<file path="config.mk">
export PLATFORM = sky130hd
export DESIGN_NAME = uart_frame_tx
export DESIGN_NICKNAME = d
export VERILOG_FILES = /design/src/rtl/uart_frame_tx.sv
export SDC_FILE = /design/constraint.sdc
export NUM_CORES = 1
export LEC_CHECK = 0
export CAP_MARGIN = 10
export CORE_ASPECT_RATIO = 1.1
export CORE_MARGIN = 2
export CORE_UTILIZATION = 29
export DETAILED_ROUTE_END_ITERATION = 8
export SYNTH_ARGS = -nofsm -noshare
export SYNTH_HDL_FRONTEND = slang
export SYNTH_SLANG_ARGS = --single-unit
</file>
<file path="constraint.sdc">
create_clock -name clk -period 2.1 [get_ports clk]
set_clock_uncertainty 0.2 [all_clocks]
set_input_delay 0.42 -clock clk [delete_from_list [all_inputs] [get_ports clk]]
set_output_delay 0.42 -clock clk [all_outputs]
set_load 0.01 [all_outputs]
</file>
<file path="src/rtl/uart_frame_tx.sv">
// uart_frame_tx: LSB-first UART transmitter, 8N1 by default or 8E1 when UART_PARITY_EN is defined.
// A one-byte holding register lets the next byte arrive mid-frame so frames stream back-to-back.
`timescale 1ns/1ps
module uart_frame_tx #(
    parameter int CLK_FREQ = 50000000,
    parameter int BAUD     = 9600
) (
    input  logic       clk,
    input  logic       rst_n,
    input  logic [7:0] i_data,
    input  logic       i_valid,
    output logic       o_ready,
    output logic       o_out,
    output logic       o_busy
);
    localparam int DIV = CLK_FREQ / BAUD;
    localparam int CW  = (DIV > 1) ? $clog2(DIV) : 1;
    localparam logic [CW-1:0] CNT_LAST = CW'(DIV - 1);

    typedef enum logic [2:0] {
        S_IDLE,
        S_START,
        S_DATA,
`ifdef UART_PARITY_EN
        S_PARITY,
`endif
        S_STOP
    } state_t;

    state_t        state_reg, state_next;
    logic [CW-1:0] cnt_reg, cnt_next;
    logic [2:0]    bit_idx_reg, bit_idx_next;
    logic [7:0]    shift_reg, shift_next;
    logic [7:0]    hold_reg, hold_next;
    logic          hold_full_reg, hold_full_next;
    logic          out_reg, busy_reg, ready_reg;
    logic          line_next;
    logic          accept, tick, load_direct;

    assign accept = i_valid && ready_reg;
    assign tick   = (cnt_reg == CNT_LAST);

    always_comb begin
        state_next     = state_reg;
        cnt_next       = cnt_reg + CW'(1);
        bit_idx_next   = bit_idx_reg;
        shift_next     = shift_reg;
        hold_next      = hold_reg;
        hold_full_next = hold_full_reg;
        load_direct    = 1'b0;

        case (state_reg)
            S_IDLE: begin
                cnt_next     = '0;
                bit_idx_next = '0;
                if (accept && !hold_full_reg) begin
                    load_direct = 1'b1;
                end
            end
            S_START: begin
                if (tick) begin
                    state_next   = S_DATA;
                    cnt_next     = '0;
                    bit_idx_next = '0;
                end
            end
            S_DATA: begin
                if (tick) begin
                    cnt_next = '0;
                    if (bit_idx_reg == 3'd7) begin
`ifdef UART_PARITY_EN
                        state_next = S_PARITY;
`else
                        state_next = S_STOP;
`endif
                    end else begin
                        bit_idx_next = bit_idx_reg + 3'd1;
                    end
                end
            end
`ifdef UART_PARITY_EN
            S_PARITY: begin
                if (tick) begin
                    state_next = S_STOP;
                    cnt_next   = '0;
                end
            end
`endif
            S_STOP: begin
                if (tick) begin
                    cnt_next = '0;
                    if (hold_full_reg) begin
                        shift_next     = hold_reg;
                        hold_full_next = 1'b0;
                        state_next     = S_START;
                    end else if (accept) begin
                        load_direct = 1'b1;
                    end else begin
                        state_next = S_IDLE;
                    end
                end
            end
            default: begin
                state_next = S_IDLE;
                cnt_next   = '0;
            end
        endcase

        // A handshake either starts a frame straight away or parks the byte in hold.
        if (load_direct) begin
            shift_next   = i_data;
            state_next   = S_START;
            cnt_next     = '0;
            bit_idx_next = '0;
        end else if (accept) begin
            hold_next      = i_data;
            hold_full_next = 1'b1;
        end
    end

    // Line level follows the current state, so the start bit appears one cycle after acceptance.
    always_comb begin
        line_next = 1'b1;
        case (state_reg)
            S_START:  line_next = 1'b0;
            S_DATA:   line_next = shift_reg[bit_idx_reg];
`ifdef UART_PARITY_EN
            S_PARITY: line_next = ^shift_reg;
`endif
            default:  line_next = 1'b1;
        endcase
    end

    always_ff @(posedge clk or negedge rst_n) begin
        if (!rst_n) begin
            state_reg     <= S_IDLE;
            cnt_reg       <= '0;
            bit_idx_reg   <= '0;
            shift_reg     <= '0;
            hold_reg      <= '0;
            hold_full_reg <= 1'b0;
            out_reg       <= 1'b1;
            busy_reg      <= 1'b0;
            ready_reg     <= 1'b1;
        end else begin
            state_reg     <= state_next;
            cnt_reg       <= cnt_next;
            bit_idx_reg   <= bit_idx_next;
            shift_reg     <= shift_next;
            hold_reg      <= hold_next;
            hold_full_reg <= hold_full_next;
            out_reg       <= line_next;
            busy_reg      <= (state_reg != S_IDLE);
            // Drops with hold filling; rises one cycle after hold drains, as the start bit appears.
            ready_reg     <= !hold_full_next && !hold_full_reg;
        end
    end

    assign o_out   = out_reg;
    assign o_busy  = busy_reg;
    assign o_ready = ready_reg;

endmodule

</file>
# After elaboration in Yosys (flattened, before gate mapping)
# Index checks and enable logic that the tools add are counted.
dict set report word_totals {
  regBits 39
  latchBits 0
  ramBits 0
  rom_bits 0
  inputBits 11
  out_inout_bits 3
  mem_count 0
}
dict set report op_classes {
  add_sub_neg 2
  multipliers 0
  div 0
  order_cmp 1
  eq_ne 12
  shift 0
  muxes 32
  n_bitwise 1
  n_reduce_logical 16
}
# op count
set op_table {}
lappend op_table {{$mux 13} 3}
lappend op_table {{$mux 3} 11}
lappend op_table {{$mux 8} 4}
lappend op_table {{$ne 3x3->1 const B} 5}
lappend op_table {{$add 13x1->13 const B} 1}
lappend op_table {{$eq 13x13->1 const B} 1}
lappend op_table {{$pmux 3 s4} 1}
lappend op_table {{$mux 1} 9}
lappend op_table {{$pmux 3 s3} 1}
lappend op_table {{$eq 3x2->1 const B} 2}
lappend op_table {{$reduce_and 6->1} 1}
lappend op_table {{$reduce_bool 2->1} 3}
lappend op_table {{$lt 3x4->1 const B} 1}
lappend op_table {{$ne 4x4->1 const B} 1}
lappend op_table {{$pmux 1 s2} 2}
lappend op_table {{$reduce_and 4->1} 1}
lappend op_table {{$reduce_bool 4->1} 1}
lappend op_table {{$add 3x1->3 const B} 1}
lappend op_table {{$bmux 1 s3} 1}
lappend op_table {{$eq 3x1->1 const B} 1}
lappend op_table {{$eq 3x3->1 const B} 1}
lappend op_table {{$logic_and 1x1->1} 3}
lappend op_table {{$logic_not 3->1} 1}
lappend op_table {{$reduce_and 3->1} 1}
lappend op_table {{6 further kinds} 7}

# Depth between registers and ports, before layout
# Gate-level depths: netlist of run 1.
dict set report logic_depth {
  depth_word 8
  ltp_mapped 7
}

# Worst setup path after synthesis of run 1
# No wires, ideal clock.
dict set report synth_timing {
  kind {register to register}
  startpoint {register state_reg[0]}
  endpoint {register hold_reg[0]}
  setup_ps 128
  arrival_time_ps 1955
  setup_slack_ps -182
  stages_incl_launch_ff 8
  path_buffers 1
  period_less_slack_ps 2282
  path_cell_list {dfrtp_1 > inv_1 > ha_1 > nor4bb_1 > and2_1 > a311o_1 > buf_4 > mux2_1}
}
dict set report synth_via {
  elab_chain_len 4
  word_cells_on_any_way 5
  classes_between {eq/ne (1); mux (1); bitwise (1); reduce/logical (2)}
}
# item line
set synth_lines {}
lappend synth_lines {{start, declared} 30} ;# state_t state_reg, state_next;
lappend synth_lines {{start signal, assigned} 146} ;# state_reg <= state_next;
lappend synth_lines {{$eq 3x2->1 or $logic_not 3->1 (tied branches)} 52} ;# case (state_reg)
lappend synth_lines {{$pmux 1 s2 (*)} 52}
lappend synth_lines {{$not 1->1 (no line) (*)} -}
lappend synth_lines {{$reduce_and 2->1 (no line) (*)} -}
lappend synth_lines {{end signal, assigned} 150} ;# hold_reg <= hold_next;
lappend synth_lines {{end, declared} 34} ;# logic [7:0] hold_reg, hold_next;
# Every way passes the cells marked *; elsewhere a longest branch is shown, timed or not.
# A chain may end at the register's enable or synchronous reset.

# Final worst setup path of run 1
dict set report layout_timing {
  startpoint {register cnt_reg[9]}
  endpoint {register hold_reg[5]}
}
dict set report layout_via {
  elab_chain_len 5
}
# item line
set layout_lines {}
lappend layout_lines {{start, declared} 31} ;# logic [CW-1:0] cnt_reg, cnt_next;
lappend layout_lines {{start signal, assigned} 147} ;# cnt_reg <= cnt_next;
lappend layout_lines {{$eq 13x13->1} 41} ;# assign tick = (cnt_reg == CNT_LAST);
lappend layout_lines {{$mux 1} 90} ;# if (tick) begin
lappend layout_lines {{$pmux 1 s2} 52}
lappend layout_lines {{$not 1->1 (no line)} -}
lappend layout_lines {{$reduce_and 2->1 (no line)} -}
# No other way between the ends.

==> run summary, run 1 <==
Worst reg-to-reg path cell count - 5
Max-slew violation count - 0
Cell variety after synth - 46
Drt via density - 4.89
Startpoint Class - flip-flop
PwrDens - 542 nW/um2
Synth async-reset ratio - 100%
WHS - 291 ps
Syn avg cell area - 11.6 um2
Vias in the first global route - 1466
Slew Limit Headroom - 70.6%
Max-Cap Viols - 0
Number of synthesized flops with an enable pin - 0
Clk pin slew, worst setup/hold paths - 80 ps
Syn Nets - 183
Yosys warns - 0
Synth Cell Area - 1920 um2
Period minus WS final - 2180 ps
Die height - 89.3 um
Layout area overhead - 37.0%
Final GP Congestion - 0.830
Crit. Startpoint - cnt_reg[9]$_DFF_PN0_
Fmax - 0.459 GHz
Buffers on Ports - 13
CTS root buf - clkbuf_8
Worst-path maximum fanout - 9
Post-synth top area share - 47.0%
Sw Ratio - 21.1%
Status - complete, but fails checks
Register bit total from synthesis - 38
Hold WC Path Type - reg2reg
VDD IR max - 0.451 mV
Pint - 1.12 mW
Worst-margin pin slew - 438 ps
Cell taking the most area after synthesis - dfrtp_1
Initial antenna violation count - 0
Clock power share - 44.1%
Via count - 1452
Total track usage - 12.6%
Worst setup path class - reg2reg
Die area - 7280 um2
Worst-Skew Late Latency - 290 ps
Violated checks - setup timing
Dpl hpwl - 2940 um
Grt total ovfl - 0
H-tree depth - 2
Sw Pwr - 0.301 mW
Ranking of synthesized cells by area - dfrtp_1, mux2_1, ha_1, a221o_1, and2_1
Routed WL - 4110 um
# setup viols final - 8
Most frequent cells in the layout - dfrtp_1, buf_4, nor2_1, clkdlybuf4s50_1
Core area - 6480 um2
Top_reg_cell synth - dfrtp_1
CP arrival - 2160 ps
RSZ-0062 raised after global routing - yes
R2r endpoint - hold_reg[5]$_DFFE_PN0P_
Post-placement cell area - 2410 um2
Seq pwr share - 52.1%
WL/cell - 13.9 um
Hold Path Cell Cnt - 1
Die width - 81.5 um
Worst R2R Start - cnt_reg[9]$_DFF_PN0_
Combinational Power Share - 3.8%
Inserted Diodes - 0
Remaining antenna violation count - 0
CTS tree - done
Register area share after synthesis - 49.7%
Max FFs per register - 13
First-pass GRT wire length - 7020 um
Largest net degree at the start of global routing - 39
Post-Syn Instances - 165
Crit path required time - 2080 ps
Clk sinks - 38
Post-route clock period utilization - 104%
Final Hold Fails - 0
Remaining DRCs - 0
R2r setup slk - -80 ps
DRT Pass-1 Iters - 4
Post-route cell area - 2630 um2
Fraction of layout cells with a size suffix above 1 - 30.7%
Num rows - 31
Leakage - 1.20 nW
Nets@finish - 232
Initial Utilization - 29.6%
I/O pin count - 14
Final Power - 1.42 mW
Post-route worst setup slack - -79.5 ps
CP endpoint - hold_reg[5]$_DFFE_PN0P_
Drt first-iter violations - 104
TritonCTS Buffers - 5
Commonest non-fill, non-tap cell in the layout - dfrtp_1
Clk buf depth - 2
Crit end category - flip-flop
## cell families after synthesis
kind of cell	count (synthesis)	share of synthesized area, %
buf+inv	11	2.48
mux	12	8.09
xor+xnor	9	4.11
simple gates	54	17.0
compound gates	34	14.0
flops	38	49.7
fa+ha+maj	7	4.57
## power by group through the flow
stage | logic [mW] | registers [mW] | clock network (mW)
4_1_cts | 0.0514 | 0.742 | 0.644
3_3_place_gp | 0.0471 | 0.756 | 0
2_1_floorplan | 0.00635 | 0.756 | 0
3_5_place_dp | 0.0481 | 0.757 | 0
6_report | 0.0540 | 0.742 | 0.628
5_1_grt | 0.0600 | 0.744 | 0.682
## final cells by class
type / instances / area (um2)
inverter: 7 / 26.3
timing repair buffer: 46 / 413
clock buffer: 5 / 68.8
multi-input combinational: 116 / 1020
sequential: 38 / 953
tap: 82 / 103
clock inverter: 3 / 45.0
fill: 622 / 3850
## synth_stat cells, types with 2 or more instances
cell / n
mux2i_1: 2
and2_1: 9
o21ai_0: 5
buf_2: 2
a31o_2: 2
a21oi_1: 5
a221o_1: 8
o41ai_1: 2
ha_1: 7
nor2_1: 12
mux2_1: 8
or3_1: 2
nand4_1: 5
xnor2_1: 4
xor2_1: 5
dfstp_2: 2
o21a_1: 2
mux4_2: 2
dfrtp_1: 36
nand4b_1: 2
inv_1: 7
nand3_1: 4
nor3_1: 3
nand2_1: 7
## worst min-delay path by stage
stage	from	slack, ps	to
finish	hold_reg[5]$_DFFE_PN0P_	290	hold_reg[5]$_DFFE_PN0P_
global route	hold_reg[5]$_DFFE_PN0P_	310	hold_reg[5]$_DFFE_PN0P_
detailed placement	rst_n	210	cnt_reg[9]$_DFF_PN0_
global placement	rst_n	200	cnt_reg[9]$_DFF_PN0_
CTS	hold_reg[1]$_DFFE_PN0P_	290	hold_reg[1]$_DFFE_PN0P_
floorplan	rst_n	-80	bit_idx_reg[0]$_DFFE_PN0P_
## per-layer routing
metal	vias to the layer above	routed length [um]	global-route usage, %	share of wire, %
li1	714	-	-	-
met1	709	1980	17.8	48
met2	24	1950	18.6	47
met3	5	124	2.83	3.0
met4	0	53	5.08	1.3
met5	-	0	0	0
## what timing repair did
action	4_1_cts	5_1_grt
hold buffers	1	0
setup buffers	1	2
endpoints found under the setup margin	20	24
gates cloned	0	0
pin swaps	3	1
hold endpoints to repair	36	0
gates resized for setup	5	13
## worst max-delay path: stages (launching register included)
cell and delay [ps]:
dfrtp_1 390, or4b_4 570, nor3_4 190, a311o_1 250, buf_12 150, mux2_1 310
## metrics by stage
step / std cells / setup TNS [ps] / setup slack [ps] / util [%]
finish: 297 / -501 / -79.5 / 40.5
global route: 297 / -1630 / -150 / 40.5
CTS: 295 / -976 / -97.8 / 39.5
detailed placement: 285 / -5510 / -305 / 37.1
global placement: 285 / -4480 / -239 / 37.1
floorplan: 165 / -543 / -67.9 / -
Power figures use the tool's default switching activity.
==> run 2: changes to the inputs <==
- CELL_PAD_IN_SITES_DETAIL_PLACEMENT: not set -> 0
- CELL_PAD_IN_SITES_GLOBAL_PLACEMENT: not set -> 1
- PLACE_DENSITY_LB_ADDON: not set -> 0.1
==> run 2 against run 1 <==
Compared with the run above:
- the flow still finishes with violations (setup timing)
- clock power up 22%
- critical path depth up 2
- global-route usage up 1.2 points
- register-to-register slack about the same
- core utilization down 0.54 points
- non-clock buffer count up 4
- power up 9.2%
- worst hold slack worse by 3.6 ps
- first-iteration DRC count down 52%
- maximum frequency up 0.35%
- design area down 1.3%
- sequential power about the same
==> run summary, run 2 (synthesized netlist as in run 1, its figures left out) <==
Status - complete, but fails checks (unchanged)
Violated checks - setup timing (unchanged)
Grt total ovfl - 0 (unchanged)
CTS tree - done (unchanged)
Fraction of layout cells with a size suffix above 1 - 27.9% (was 30.7%)
DRT Pass-1 Iters - 4 (unchanged)
Hold WC Path Type - reg2reg (unchanged)
CP arrival - 2150 ps (was 2160 ps)
R2r setup slk - -70 ps (was -80 ps)
Startpoint Class - flip-flop (unchanged)
CTS root buf - clkbuf_8 (unchanged)
TritonCTS Buffers - 5 (unchanged)
Pint - 1.27 mW (was 1.12 mW)
Max FFs per register - 13 (unchanged)
Dpl hpwl - 3320 um (was 2940 um)
Worst R2R Start - state_reg[0]$_DFFE_PN0P_ (was cnt_reg[9]$_DFF_PN0_)
Max-Cap Viols - 0 (unchanged)
Post-route worst setup slack - -71.9 ps (was -79.5 ps)
Placed Cells incl. Taps - 289 (was 285)
Total track usage - 13.7% (was 12.6%)
CP max-delay cell - dfrtp_1 (was or4b_4)
Worst-Skew Late Latency - 290 ps (about the same)
Die area - 7280 um2 (unchanged)
R2r endpoint - hold_reg[1]$_DFFE_PN0P_ (was hold_reg[5]$_DFFE_PN0P_)
Inserted Diodes - 0 (unchanged)
Drt via density - 4.98 (was 4.89)
WL/cell - 14.5 um (was 13.9 um)
Core area - 6480 um2 (unchanged)
Crit path largest cell delay - 380 ps (was 570 ps)
RSZ-0062 raised after global routing - yes (unchanged)
Final GP Congestion - 0.764 (was 0.830)
Sw Ratio - 18.3% (was 21.1%)
Final Hold Fails - 0 (unchanged)
Crit path cell chain - inv_1, ha_4, nor4bb_4, buf_4, a311o_1, buf_12, mux2_1 (was or4b_4, nor3_4, a311o_1, buf_12, mux2_1)
Final Non-Filler Cells - 301 (was 297)
Initial antenna violation count - 0 (unchanged)
H-tree depth - 2 (unchanged)
Worst-margin pin slew - 499 ps (was 438 ps)
Core Util, Final - 40.0% (was 40.5%)
Most frequent cells in the layout - dfrtp_1, buf_4, clkdlybuf4s50_1 (was dfrtp_1, buf_4, nor2_1, clkdlybuf4s50_1)
Clock power share - 49.3% (was 44.1%)
Hold_sp - hold_reg[5]$_DFFE_PN0P_ (unchanged)
Layout area overhead - 35.2% (was 37.0%)
Worst setup path class - reg2reg (unchanged)
Pre-CTS setup slack - -284 ps (was -305 ps)
Clk sinks - 38 (unchanged)
Slew Limit Headroom - 66.8% (was 70.6%)
Max-slew violation count - 0 (unchanged)
Crit end category - flip-flop (unchanged)
Worst-path maximum fanout - 9 (unchanged)
Num rows - 31 (unchanged)
Clk pin slew, worst setup/hold paths - 80 ps (about the same)
Sw Pwr - 0.285 mW (was 0.301 mW)
Post-route clock period utilization - 103% (was 104%)
Clk buf depth - 2 (unchanged)
Vias in the first global route - 1544 (was 1466)
First-pass GRT wire length - 7580 um (was 7020 um)
Die height - 89.3 um (unchanged)
FILL cells - 621 (was 622)
Seq pwr share - 47.7% (was 52.1%)
Fmax - 0.460 GHz (was 0.459 GHz)
PwrDens - 600 nW/um2 (was 542 nW/um2)
Initial Utilization - 29.6% (unchanged)
I/O pin count - 14 (unchanged)
Nets@finish - 236 (was 232)
Drt first-iter violations - 50 (was 104)
Combinational Power Share - 3.0% (was 3.8%)
Die width - 81.5 um (unchanged)
Min-Delay Endpoint - hold_reg[5]$_DFFE_PN0P_ (unchanged)
Leakage - 1.19 nW (was 1.20 nW)
Period minus WS final - 2170 ps (was 2180 ps)
Commonest non-fill, non-tap cell in the layout - dfrtp_1 (unchanged)
Crit path required time - 2070 ps (was 2080 ps)
Routed WL - 4360 um (was 4110 um)
Remaining DRCs - 0 (unchanged)
Worst reg-to-reg path cell count - 7 (was 5)
Remaining antenna violation count - 0 (unchanged)
Hold Path Cell Cnt - 1 (unchanged)
Largest net degree at the start of global routing - 22 (was 39)
VDD IR max - 0.259 mV (was 0.451 mV)
Via count - 1499 (was 1452)
Buffers on Ports - 13 (unchanged)
# setup viols final - 17 (was 8)
==> run 2: changes by cell type in the layout (fill, tap and decap cells not counted), moves of 2 or more <==
cell	delta
buf_12	-2
buf_4	+6
clkinvlp_4	-2
inv_1	+2
inv_2	-2
mux2_1	+7
mux2_4	-7
o21ai_0	+3
o21ai_1	-3
==> run 2: metal layers <==
metal  vias up  GRT usage, %  share of wire, %
li1        721             -                 -
met5         -             0                 0
met4         0          6.01               2.1
met2        22          21.4                47
met3         8          2.73               2.9
met1       748          18.6                48
==> run 2: final cells by class <==
| type | instances | area (um2) | share of cell area, % |
|---|---|---|---|
| well taps | 82 | 103 | 3.96 |
| clock inverters | 2 | 60.1 | 2.32 |
| flip-flops and latches | 38 | 953 | 36.8 |
| clock buffers | 6 | 82.6 | 3.19 |
| multi-input cells | 116 | 948 | 36.6 |
| repair buffers | 50 | 418 | 16.1 |
| inverters | 7 | 26.3 | 1.01 |
==> run 2: power groups by stage <==
stage / Combinational (mW) / Clock [mW] / Sequential (mW)
2_1_floorplan: 0.00635 / 0 / 0.756
3_3_place_gp: 0.0444 / 0 / 0.756
3_5_place_dp: 0.0468 / 0 / 0.757
4_1_cts: 0.0483 / 0.792 / 0.742
5_1_grt: 0.0513 / 0.817 / 0.743
6_report: 0.0459 / 0.767 / 0.742
==> run 2: stage by stage <==
stage / power, mW / cell area, um2 / hold WS, ps / TNS, ps
after floorplan: 0.762 / 1950 / -75.6 / -543
after global placement: 0.801 / 2410 / 203 / -3480
after global routing: 1.61 / 2590 / 309 / -2770
after detailed placement: 0.803 / 2410 / 223 / -3820
final: 1.56 / 2590 / 288 / -753
after CTS: 1.58 / 2590 / 294 / -1020
==> run 2: worst max-delay path by stage <==
| stage | to | depth (start not counted) | start | slack [ps] |
|---|---|---|---|---|
| after floorplan | hold_reg[0]$_DFFE_PN0P_ | 5 | cnt_reg[9]$_DFF_PN0_ | -70 |
| after global placement | hold_reg[2]$_DFFE_PN0P_ | 6 | i_valid | -260 |
| after detailed placement | hold_reg[1]$_DFFE_PN0P_ | 6 | i_valid | -280 |
| after CTS | hold_reg[1]$_DFFE_PN0P_ | 5 | cnt_reg[9]$_DFF_PN0_ | -90 |
| after global routing | hold_reg[3]$_DFFE_PN0P_ | 5 | cnt_reg[9]$_DFF_PN0_ | -160 |
| final | hold_reg[1]$_DFFE_PN0P_ | 7 | state_reg[0]$_DFFE_PN0P_ | -70 |
==> run 2: timing repair <==
action | in CTS | in global routing
gates cloned | 0 | 0
endpoints found under the hold margin | 17 | 0
endpoints found under the setup margin | 19 | 24
buffers inserted | 3 | 0
pin swaps | 1 | 1
hold buffers | 1 | 0
resized for setup | 1 | 1
==> run 2: critical path: cells and delay by family (launching register included) <==
family	cells	cell delay, ps
simple gates	1	300
buf+inv	3	420
flops	1	380
fa+ha+maj	1	230
mux	1	320
compound gates	1	210
==> run 3: changes to the inputs <==
- CORE_ASPECT_RATIO: 1.1 -> 0.75
==> run 3 against run 2 <==
Compared with the run above:
- the flow still finishes with violations (setup timing)
- core utilization is 1.6 points higher
- via count is 0.20% higher
- first-iteration DRC count is 20% higher
- flip-flop and latch count stayed put
- sequential power hardly changed
- clock power is 30% lower
- critical path depth is 2 lower
- worst hold slack worse by 1.2 ps
- largest power group is now sequential cells
- highest routed layer unchanged
==> run summary, run 3 (synthesized netlist as in run 1, its figures left out) <==
Crit end category - flip-flop (unchanged)
Worst setup path class - reg2reg (unchanged)
Clk pin slew, worst setup/hold paths - 70 ps (was 80 ps)
Worst-Skew Late Latency - 290 ps (about the same)
DRT Pass-1 Iters - 4 (unchanged)
Violated checks - setup timing (unchanged)
Status - complete, but fails checks (unchanged)
Leakage - 1.20 nW (was 1.19 nW)
Max FFs per register - 13 (unchanged)
Seq pwr share - 56.1% (was 47.7%)
Die width - 97.9 um (was 81.5 um)
# setup viols final - 11 (was 17)
Commonest non-fill, non-tap cell in the layout - dfrtp_1 (unchanged)
Hold WC Path Type - reg2reg (unchanged)
FILL cells - 618 (was 621)
VDD IR max - 0.210 mV (was 0.259 mV)
Grt total ovfl - 0 (unchanged)
Sw Ratio - 22.3% (was 18.3%)
I/O pin count - 14 (unchanged)
R2r endpoint - hold_reg[0]$_DFFE_PN0P_ (was hold_reg[1]$_DFFE_PN0P_)
Most frequent cells in the layout - dfrtp_1, buf_4, nor2_1, clkdlybuf4s50_1, a221o_1 (was dfrtp_1, buf_4, clkdlybuf4s50_1)
Die area - 7280 um2 (about the same)
CTS tree - done (unchanged)
Inserted Diodes - 0 (unchanged)
Pre-CTS setup slack - -305 ps (was -284 ps)
Num rows - 25 (was 31)
WL/cell - 15.9 um (was 14.5 um)
Final Hold Fails - 0 (unchanged)
Initial Utilization - 30.2% (was 29.6%)
Largest net degree at the start of global routing - 22 (unchanged)
Layout area overhead - 37.7% (was 35.2%)
Worst R2R Start - cnt_reg[9]$_DFF_PN0_ (was state_reg[0]$_DFFE_PN0P_)
CTS root buf - clkbuf_8 (unchanged)
Remaining DRCs - 0 (unchanged)
Post-route clock period utilization - 103% (about the same)
Startpoint Class - flip-flop (unchanged)
Min-Delay Endpoint - hold_reg[6]$_DFFE_PN0P_ (was hold_reg[5]$_DFFE_PN0P_)
Slew Limit Headroom - 68.9% (was 66.8%)
Worst reg-to-reg path cell count - 5 (was 7)
Total track usage - 14.2% (was 13.7%)
CP arrival - 2140 ps (was 2150 ps)
Final GP Congestion - 0.798 (was 0.764)
Initial antenna violation count - 0 (unchanged)
Die height - 74.4 um (was 89.3 um)
First-pass GRT wire length - 7930 um (was 7580 um)
Routed WL - 4760 um (was 4360 um)
Nets@finish - 236 (unchanged)
Core area - 6350 um2 (was 6480 um2)
Clk sinks - 38 (unchanged)
PwrDens - 502 nW/um2 (was 600 nW/um2)
Core Util, Final - 41.6% (was 40.0%)
Clk buf depth - 2 (unchanged)
Drt first-iter violations - 60 (was 50)
RSZ-0062 raised after global routing - yes (unchanged)
Max-Cap Viols - 0 (unchanged)
Period minus WS final - 2170 ps (about the same)
Combinational Power Share - 3.7% (was 3.0%)
Dpl hpwl - 3510 um (was 3320 um)
Buffers on Ports - 13 (unchanged)
Hold Path Cell Cnt - 1 (unchanged)
Multi-input gate area - 1030 um2 (was 948 um2)
Fraction of layout cells with a size suffix above 1 - 31.5% (was 27.9%)
Sw Pwr - 0.295 mW (was 0.285 mW)
H-tree depth - 2 (unchanged)
Hold_sp - hold_reg[6]$_DFFE_PN0P_ (was hold_reg[5]$_DFFE_PN0P_)
Worst-margin pin slew - 466 ps (was 499 ps)
Crit path required time - 2070 ps (about the same)
Vias in the first global route - 1548 (was 1544)
TritonCTS Buffers - 5 (unchanged)
Clock power share - 40.3% (was 49.3%)
Fmax - 0.461 GHz (was 0.460 GHz)
Pint - 1.03 mW (was 1.27 mW)
R2r setup slk - -70 ps (about the same)
Via count - 1502 (was 1499)
Max-slew violation count - 0 (unchanged)
Worst-path maximum fanout - 10 (was 9)
Remaining antenna violation count - 0 (unchanged)
Drt via density - 5.01 (was 4.98)
Sequential cell area - 953 um2 (unchanged)
Post-route worst setup slack - -68.2 ps (was -71.9 ps)
-- run 3: cell count changes in the layout (fill, tap and decap cells not counted), moves of 3 or more --
cell     previous run  this run
buf_6               0         3
o21ai_0             5         2
buf_4              35        30
o21ai_1             0         3
-- run 3: worst max path at each step --
stage	from	to	slack (ps)	cells after the start
3_5_place_dp	i_valid	hold_reg[4]$_DFFE_PN0P_	-310	6
4_1_cts	cnt_reg[9]$_DFF_PN0_	hold_reg[0]$_DFFE_PN0P_	-70	5
2_1_floorplan	cnt_reg[9]$_DFF_PN0_	hold_reg[0]$_DFFE_PN0P_	-70	5
5_1_grt	cnt_reg[9]$_DFF_PN0_	hold_reg[1]$_DFFE_PN0P_	-120	5
6_report	cnt_reg[9]$_DFF_PN0_	hold_reg[0]$_DFFE_PN0P_	-70	5
3_3_place_gp	i_valid	hold_reg[3]$_DFFE_PN0P_	-230	6
-- run 3: routing by layer --
layer  up-vias  track usage, %  part of all wire, %
met4         0            4.17                 0.78
met1       744            20.4                   51
met2        26            21.5                   44
li1        727               -                    -
met5         -               0                    0
met3         5            3.38                  3.9
-- run 3: power groups by stage --
stage	Combinational [mW]	Clock (mW)	Sequential [mW]
3_3_place_gp	0.0463	0	0.756
2_1_floorplan	0.00635	0	0.756
6_report	0.0484	0.534	0.742
3_5_place_dp	0.0480	0	0.757
5_1_grt	0.0545	0.604	0.743
4_1_cts	0.0504	0.558	0.742
-- run 3: area by class of cell --
type,count,area share [%]
Clock buffer,6,3.13
Clock inverter,2,0.474
Inverter,7,0.995
Multi-Input combinational cell,117,39.0
Sequential cell,38,36.1
Tap cell,81,3.84
Timing Repair Buffer,49,16.4
-- run 3: per-stage QoR --
step / std cells / TNS (ps) / area, um2 / total power, mW / hold WS (ps)
after global placement: 285 / -3700 / 2400 / 0.803 / 192
after global routing: 300 / -1360 / 2640 / 1.40 / 310
after floorplan: 165 / -543 / 1950 / 0.762 / -75.6
after detailed placement: 285 / -4640 / 2400 / 0.805 / 199
after CTS: 296 / -763 / 2590 / 1.35 / 295
final: 300 / -508 / 2640 / 1.32 / 287
-- run 3: repair_timing --
action,in CTS,in global routing
cloned,0,1
pin swaps,7,15
hold endpoints to repair,15,0
setup endpoints to repair,17,21
gates resized for setup,14,9
buffers inserted,2,4
hold buffers,1,0
-- run 3: worst max-delay path: stages, from the launching register on --
cell and delay (ps):
dfrtp_1 400, or4b_4 580, nor3_4 160, a311o_1 250, buf_12 150, mux2_1 320
==> variant: new RTL, config.mk and constraints of run 3 <==
The parameter `BAUD` goes from 9600 to 4800.
--- a/src/rtl/uart_frame_tx.sv
+++ b/src/rtl/uart_frame_tx.sv
@@ -3,7 +3,7 @@
 `timescale 1ns/1ps
 module uart_frame_tx #(
     parameter int CLK_FREQ = 50000000,
-    parameter int BAUD     = 9600
+    parameter int BAUD     = 4800
 ) (
     input  logic       clk,
     input  logic       rst_n,
Formal check against the unedited RTL: same outputs for any inputs over 10 cycles, from zero or initial values and one cycle with rst_n low; that may be too few to reach the edited logic, so the function may still have changed.
==> variant against run 3 <==
- the flow finishes with violations (negative hold slack, negative setup slack)
- area after synthesis is 1.7% higher
- count of clock-buffer cells in the layout is 1 higher
- design area stayed put
- setup slack worse by 45 ps
- non-clock buffer count is 6 lower
- core utilization is 0.41 points lower
- sequential share of layout area is 1.0 points higher
- sequential power is 2.8% higher
- wire length is 1.4% lower
- sequential cell count is 1 higher
- clock power is 6.2% higher
- power is 4.6% higher
- critical path type unchanged
- largest power group unchanged
==> variant: results (changes against run 3) <==
stage	metric	value	unit	change
pwr	Lkg Pwr	1.24	nW	+3.4%
timing	Slew Limit Headroom	0.493		-0.196
synthesis	synth top area cells	dfrtp_1 47%, mux2_2 4.6%, ha_1 4.5%, nand2_1 3.3%, xor2_1 3.1%		
placed_design	worst slack, placed	-173	ps	+133 ps
synthesis	synth cell count leaders	37 x dfrtp_1, 17 x nand2_1, 16 x nor2_1, 12 x nand3_1		
timing	Final Setup Violations	22		+11
layout	Final #Nets	243		+3.0%
layout	layout cells sized above 1	0.314		-0.000909
grt	largest net degree at the start of global routing	33		+50%
timing	worst setup margin	-113	ps	-45.0 ps
pwr	peak supply drop	0.217	mV	+3.5%
synthesis	Net Count, Synth	197		+7.7%
routing	Vias/cell	4.93		-1.4%
layout	max reg flops	14		+1
placed_design	RD Place Congestion	0.771		-3.4%
worst_hold_path	Worst Hold Class	primary input to asynchronous set/reset pin		
grt	vias in the first global route	1559		+0.71%
outcome	status	finished, violations left		
timing	final count of hold timing violations	1		+1
layout	filler cell count	599		-3.1%
timing	Final Hold Slack	-0.230	ps	-287 ps
placed_design	Post-Place Cells	295		+3.5%
outcome	failing checks	negative hold slack, negative setup slack		
worst_setup_path	RR Startpoint	cnt_reg[4]		
routing	WL/cell	15.3	um	-3.7%
worst_setup_path	CP Launch Point	cnt_reg[4]		
grt	first-pass GRT wire length	7820	um	-1.3%
worst_setup_path	crit-path max FO	4		-6
routing	Initial DRC Count	50		-17%
-- variant: cell types whose count changed in the layout (fill, tap and decap cells not counted), moves of 3 or more --
cell            run 3  this run
nor2_1             12        16
buf_4              30        25
mux2_4              1         8
a221o_1             8         0
a22oi_1             0         4
nand2_1             7        17
and2_1              6         2
mux2_1              7         0
mux2i_1             2         5
a22oi_2             0         4
and2_4              3         0
nand3_1             4        11
-- variant: final cells by class --
cell class,instances,area share
clock inverters,1,0.00284
clock buffers,7,0.0365
flip-flops and latches,39,0.371
multi-input cells,130,0.400
repair buffers,43,0.143
well taps,81,0.0384
inverters,6,0.00853
-- variant: worst max-delay path: cells and delay by family, from the launching register on --
kind               cells  cell delay (ps)
AOI/OAI and AO/OA      1              150
and+or+nand+nor        3             1070
muxes                  1              310
DFF                    1              380
-- variant: power by group through the flow --
stage	clock network (mW)	registers, mW	logic (mW)
3_5_place_dp	0	0.777	0.0545
5_1_grt	0.618	0.765	0.0595
6_report	0.567	0.763	0.0547
3_3_place_gp	0	0.777	0.0527
2_1_floorplan	0	0.776	0.0115
4_1_cts	0.579	0.763	0.0554
-- variant: logic make-up after synthesis --
family          Yosys count  share of synthesized area
simple gates             73                      0.207
flops                    39                      0.502
compound gates           25                     0.0879
mux                      15                     0.0950
buf+inv                  11                     0.0231
xor+xnor                  9                     0.0404
fa+ha+maj                 7                     0.0449
-- variant: metrics by stage --
step	area [sq um]	hold slack, ps
after floorplan	2020	-75.6
after global placement	2440	273
after detailed placement	2440	281
after CTS	2610	17.8
after global routing	2640	34.5
final	2640	-0.230
-- variant: timing repair --
action                                  4_1_cts  5_1_grt
pin swaps                                     5        1
endpoints found under the hold margin         0        0
setup buffers                                 3        0
resized for setup                             8        8
endpoints found under the setup margin       22       35
cloned                                        1        0
-- variant: routing by layer --
| layer | global-route usage | routed length (um) | up-vias |
|---|---|---|---|
| li1 | - | - | 734 |
| met2 | 0.212 | 2070 | 23 |
| met3 | 0.0334 | 173 | 4 |
| met4 | 0.0365 | 39 | 0 |
| met1 | 0.192 | 2410 | 754 |
| met5 | 0 | 0 | - |
-- variant: path summary, 6_finish.rpt --
path,to,slack (ps),cells past startpoint
max,hold_reg[3],-110,5
min,cnt_reg[10],-0.2,1
max reg2reg,hold_reg[3],-110,5
min reg2reg,shift_reg[3],300,2
max in group asynchronous,hold_reg[1],1130,2
min in group clk,shift_reg[3],300,2
